File: config.mk
export PLATFORM = sky130hd
export DESIGN_NAME = id_ex_pipe
export DESIGN_NICKNAME = d
export VERILOG_FILES = /design/src/rtl/control_pkg.sv /design/src/rtl/pipe_reg_slice.sv /design/src/rtl/id_ex_pipe.sv
export SDC_FILE = /design/constraint.sdc
export NUM_CORES = 1
export LEC_CHECK = 0
export ABC_AREA = 1
export CORE_MARGIN = 2
export CORE_UTILIZATION = 40
export DETAILED_ROUTE_END_ITERATION = 10
export GPL_TIMING_DRIVEN = 0
export PLACE_DENSITY = 0.79
export SLEW_MARGIN = 15
export SYNTH_ARGS = -nofsm -noshare
export SYNTH_HDL_FRONTEND = slang
export SYNTH_HIERARCHICAL = 1
export SYNTH_SLANG_ARGS = --single-unit
File: constraint.sdc
create_clock -name clk -period 3.9 [get_ports clk]
set_input_delay 0.78 -clock clk [delete_from_list [all_inputs] [get_ports clk]]
set_output_delay 0.78 -clock clk [all_outputs]
set_load 0.01 [all_outputs]
File: src/rtl/control_pkg.sv
`default_nettype none
// ============================================================================
// control_pkg : decoded control bundle, ID/EX bundle and stage-state types
// Revision    : 1.0
// ============================================================================
package control_pkg;

  localparam int XLEN = 32;

  typedef struct packed {
    logic [3:0] alu_op;
    logic [4:0] rd;
    logic       regwen;
    logic       memread;
    logic       memwrite;
    logic       alusrc;
    logic       branch;
    logic       jump;
  } control_signals_t;

  typedef struct packed {
    control_signals_t  ctrl;
    logic [XLEN-1:0]   pc;
    logic [XLEN-1:0]   rs1_data;
    logic [XLEN-1:0]   rs2_data;
    logic [XLEN-1:0]   imm;
  } id_ex_bundle_t;

  typedef enum logic [1:0] {
    ST_EMPTY = 2'd0,
    ST_MAIN  = 2'd1,
    ST_FULL  = 2'd2
  } stage_state_t;

endpackage
`default_nettype wire

File: src/rtl/pipe_reg_slice.sv
`default_nettype none
// ============================================================================
// pipe_reg_slice : one ID/EX bundle register with load enable and valid clear
// Revision       : 1.0
// ============================================================================
module pipe_reg_slice
  import control_pkg::*;
(
  input  logic          clk,
  input  logic          rst,
  input  logic          i_load,
  input  logic          i_clear,
  input  id_ex_bundle_t i_d,
  output id_ex_bundle_t o_q,
  output logic          o_valid
);

  id_ex_bundle_t r_q;
  logic          r_valid;

  // Clear wins over load; the payload is kept on clear and only zeroed by rst.
  always_ff @(posedge clk) begin
    if (rst) begin
      r_q     <= '0;
      r_valid <= 1'b0;
    end else if (i_clear) begin
      r_valid <= 1'b0;
    end else if (i_load) begin
      r_q     <= i_d;
      r_valid <= 1'b1;
    end
  end

  assign o_q     = r_q;
  assign o_valid = r_valid;

endmodule
`default_nettype wire

File: src/rtl/id_ex_pipe.sv
`default_nettype none
// ============================================================================
// id_ex_pipe : ID->EX pipeline stage; ID_EX_SKID_EN adds skid reg + FULL state
// Revision   : 1.0
// ============================================================================
module id_ex_pipe #(
  parameter int XLEN = control_pkg::XLEN
) (
  input  logic                          clk,
  input  logic                          rst,
  input  logic                          in_valid,
  output logic                          in_ready,
  input  control_pkg::control_signals_t in_ctrl,
  input  logic [XLEN-1:0]               in_pc,
  input  logic [XLEN-1:0]               in_rs1_data,
  input  logic [XLEN-1:0]               in_rs2_data,
  input  logic [XLEN-1:0]               in_imm,
  input  logic                          flush,
  output logic                          out_valid,
  input  logic                          out_ready,
  output control_pkg::control_signals_t out_ctrl,
  output logic [XLEN-1:0]               out_pc,
  output logic [XLEN-1:0]               out_rs1_data,
  output logic [XLEN-1:0]               out_rs2_data,
  output logic [XLEN-1:0]               out_imm
);

  import control_pkg::*;

  stage_state_t  r_state;
  stage_state_t  w_state_nxt;
  id_ex_bundle_t w_in_bundle;
  id_ex_bundle_t w_main_d;
  id_ex_bundle_t w_main_q;
  logic          w_main_load;
  logic          w_main_clear;
  logic          w_main_valid;
  logic          w_xfer_in;
  logic          w_xfer_out;

  assign w_in_bundle = '{ctrl: in_ctrl, pc: in_pc, rs1_data: in_rs1_data,
                         rs2_data: in_rs2_data, imm: in_imm};

  assign w_xfer_in  = in_valid && in_ready;
  assign w_xfer_out = w_main_valid && out_ready;

  pipe_reg_slice u_main (
    .clk     (clk),
    .rst     (rst),
    .i_load  (w_main_load),
    .i_clear (w_main_clear),
    .i_d     (w_main_d),
    .o_q     (w_main_q),
    .o_valid (w_main_valid)
  );

`ifdef ID_EX_SKID_EN
  id_ex_bundle_t w_skid_q;
  logic          w_skid_load;
  logic          w_skid_clear;
  logic          w_skid_valid;
  logic          r_in_ready;

  pipe_reg_slice u_skid (
    .clk     (clk),
    .rst     (rst),
    .i_load  (w_skid_load),
    .i_clear (w_skid_clear),
    .i_d     (w_in_bundle),
    .o_q     (w_skid_q),
    .o_valid (w_skid_valid)
  );

  // Registered ready: decode never sees a path from out_ready.
  always_ff @(posedge clk) begin
    if (rst) r_in_ready <= 1'b1;
    else     r_in_ready <= (w_state_nxt != ST_FULL);
  end

  assign in_ready = r_in_ready;
  assign w_main_d = w_skid_valid ? w_skid_q : w_in_bundle;
`else
  assign in_ready = !w_main_valid || out_ready;
  assign w_main_d = w_in_bundle;
`endif

  always_ff @(posedge clk) begin
    if (rst) r_state <= ST_EMPTY;
    else     r_state <= w_state_nxt;
  end

  always_comb begin
    w_state_nxt  = r_state;
    w_main_load  = 1'b0;
    w_main_clear = 1'b0;
`ifdef ID_EX_SKID_EN
    w_skid_load  = 1'b0;
    w_skid_clear = 1'b0;
`endif
    if (flush) begin
      w_state_nxt  = ST_EMPTY;
      w_main_clear = 1'b1;
`ifdef ID_EX_SKID_EN
      w_skid_clear = 1'b1;
`endif
    end else begin
      case (r_state)
        ST_EMPTY: begin
          if (w_xfer_in) begin
            w_main_load = 1'b1;
            w_state_nxt = ST_MAIN;
          end
        end
        ST_MAIN: begin
          if (w_xfer_in && w_xfer_out) begin
            w_main_load = 1'b1;
`ifdef ID_EX_SKID_EN
          end else if (w_xfer_in) begin
            w_skid_load = 1'b1;
            w_state_nxt = ST_FULL;
`endif
          end else if (w_xfer_out) begin
            w_main_clear = 1'b1;
            w_state_nxt  = ST_EMPTY;
          end
        end
`ifdef ID_EX_SKID_EN
        ST_FULL: begin
          if (w_xfer_out) begin
            w_main_load  = 1'b1;
            w_skid_clear = 1'b1;
            w_state_nxt  = ST_MAIN;
          end
        end
`endif
        default: begin
          w_main_clear = 1'b1;
          w_state_nxt  = ST_EMPTY;
        end
      endcase
    end
  end

  // A bubble must never write the register file.
  always_comb begin
    out_ctrl        = w_main_q.ctrl;
    out_ctrl.regwen = w_main_q.ctrl.regwen & w_main_valid;
  end

  assign out_valid    = w_main_valid;
  assign out_pc       = w_main_q.pc;
  assign out_rs1_data = w_main_q.rs1_data;
  assign out_rs2_data = w_main_q.rs2_data;
  assign out_imm      = w_main_q.imm;

endmodule
`default_nettype wire

==> results.md <==
* Slew HR at 0.6274
* Antenna viol nets, final at 0
* H-tree levels at 4
* Buf/Inv on CP at 3
* DRC at 0
* Max Fclk at between 0.3 and 0.4 GHz
* Synth-to-layout area growth at 60.15%
* Clk Tree Root Cell: clkbuf_16
* Pwr Density at around 380 nW/um2
* Worst Max-Slew Pin Slew at between 0.5 and 0.6 ns
* Clk sinks at around 150
* Post-synth top area cell: dfxtp_1
* Layout Cells excl Fill at ~1500
* Max clock buf depth at 2
* Slowest CP cell: clkdlybuf4s50_1
* WP data arrival at approximately 2 ns
* CTS Buf Count at 17
* Die area at 16430 um2
* Synth Area in Adders at 0
* Max Cap Violations at 0
* Crit Reg-Reg Startpoint: u_main/o_valid
* Synth Area in Compound Gates at 0.001622
* Worst slack at placement at 1.055 ns
* Core box area at 15150 um2
* DP Area at a little over 9000 um2
* Max Slew Vio Count at 0
* Detailed Route WL at 18740 um
* R2R setup slack at approximately 1.9 ns
* Fill count at 1370
* Cts repair resizes at 0
* Most frequent CP cell: clkdlybuf4s50_1
* Post-CTS Setup Bufs at 0
* Final setup margin at between 1 and 1.5 ns
* First-pass GRT wire length at approximately 29000 um
* Cells on worst reg2reg path at 8
* Post-synthesis mux area share at 0
* GRT Total Usage at 0.2252
* Hold WC Path Type: register to register
* 1st-iter DRT viols at 315
* Worst VDD drop at roughly 0.00026 V
* Top cell type's share of synthesized area at 0.4705
* Final Cycle Share at 0.7154
* Wire per inst at between 10 and 15 um
* Height of the die at 128.2 um
* Hold Path End: u_main/o_q[31]
* ANT cells at 0
* Vias/cell at approximately 4.5
* Crit-path cells: clkdlybuf4s50_1 > inv_1 > nand2_2 > clkdlybuf4s50_1
* Synth Area in XOR/XNOR at 0
* Largest net degree at the start of global routing at 17
* Clock-pin slew on the worst setup and hold paths at 0.05 ns
* Syn_nets at roughly 1100
* Worst Hold Depth at 2
* CP Launch Type: input pin
* Gpl congestion at approximately 0.83
* Syn Inst Count at about 940
* Die Wd at 128.2 um
* Hold_buf cts at 0
* Outcome: finished clean
* Design Area, Final at about 9900 um2
* Syn Std Cell Area at 6170 um2
* Syn Area/Cell at roughly 6.6 um2
* Worst Hold Launch: u_main/o_q[31]
* Top delay family on crit path: buffers and inverters
* Starting density of the core at 0.4074
* FF-to-FF End: u_main/o_q[124]
* CP max FO at 3
* Simple-gate share of the synthesized area at 0.3871
* Pre-Repair DR Iteration Count at 5
* Leakage at approximately 4.6 nW
* WHS at roughly 0.48 ns
* Unrepaired setup endpoints after global routing: false
* Critical path class: input pin to output port
* Synth top area cells: dfxtp_1, nor2_1, nand3_1
* Grt ovf at 0
* Row cnt at between 40 and 50
* Placed insts at ~1400
* Number of global-route vias before repair at around 6000
* CTS tree: done
* Ports at slightly below 300
* Worst Clk Skew at between 0.005 and 0.006 ns
* Worst path required time at roughly 3.1 ns
* Initial antenna violation count at 1
* DP HPWL at 14150 um
* Setup tns final at 0 ns
* Minimum clock period at 2.790 ns
* Seq/Total Area, Yosys at 0.4705
* Yosys cell types at 16
* Yosys warnings at 6
* Final Util at 0.6524
* FF+latch count, synth at ~150
* Endpoints failing setup at 0
* CP endpoint kind: output port
* Total number of vias at around 6600
* Hold Vio Cnt, Final at 0
* Fraction of layout cells with a size suffix above 1 at 0.05067
* Worst-Skew Late Latency at about 0.41 ns
* Main combinational cell family by area after synthesis: simple AND/OR/NAND/NOR gates
* Crit-path max cell delay at ~0.61 ns
* Total power at 3.780 mW
* Port-buffer cells at just under 300
* NumNets Final at 1400
cell families (layout without fill, tap and decap cells):
kind of cell | count (synthesis) | count (layout)
AOI/OAI and AO/OA | 2 | 2
buffers and inverters | 210 | 532
DFF | 145 | 145
and+or+nand+nor | 584 | 584
placed cells by master (no fill, tap or decap):
cell,n
buf_1,19
clkdlybuf4s50_1,292
dfxtp_1,145
nor3_1,1
nor2_4,1
inv_1,146
nor2_1,288
clkbuf_1,14
bufinv_16,2
clkbuf_8,2
buf_2,16
o21ai_0,1
nand3_1,144
clkbuf_16,17
nand2_1,147
a21oi_1,1
inv_2,3
clkinv_2,5
or2_1,1
buf_4,16
nand2_2,2
synthesized netlist by cell type (all sizes together):
cell / instances
nor2: 289
o21ai: 1
nor3: 1
inv: 149
nand2: 149
buf: 51
a21oi: 1
dfxtp: 145
nand3: 144
clkbuf: 10
or2: 1
tightest hold or removal path, cell delays in order, from the launching register on:
cell and delay (ns):
dfxtp_1 0.32, nor2_1 0.05, nor2_1 0.08
per-layer routing:
metal  up-vias  share of wire  global-route usage
met3        22           0.12              0.1010
met2       246           0.47              0.3870
li1       3413              -                   -
met4         2          0.014             0.07111
met1      2890           0.39              0.2490
met5         -        0.00085                   0
area by class of cell:
type,instances,area (um2),area share
Clock inverter,7,85.08,0.008611
Clock buffer,23,467.9,0.04736
Buffer,61,309.0,0.03128
Multi-Input combinational cell,586,2399,0.2428
Inverter,149,559.3,0.05660
Tap cell,188,235.2,0.02381
Sequential cell,145,2903,0.2938
Timing Repair Buffer,292,2923,0.2958
registers in the layout, summed over array words and instances, names as in the netlist:
| name | flops |
|---|---|
| r_state | 1 |
| u_main/o_valid | 1 |
| u_main/o_q | 143 |
worst max-delay path by stage:
stage	from	end	slack, ns	cells past startpoint
6_report	out_ready	in_ready	1.11	4
5_1_grt	out_ready	in_ready	1.06	4
4_1_cts	out_ready	in_ready	1.10	4
3_5_place_dp	out_ready	u_main/o_q[124]	1.06	12
3_3_place_gp	out_ready	u_main/o_q[124]	1.11	9
2_1_floorplan	out_ready	u_main/o_q[59]	1.92	8
where the power goes:
group	internal (mW)	switching, mW
Sequential	1.56	0.0383
Combinational	0.353	0.291
Clock	0.963	0.576
Total	2.87	0.905
Note: power is estimated with default switching activity, not from simulation.
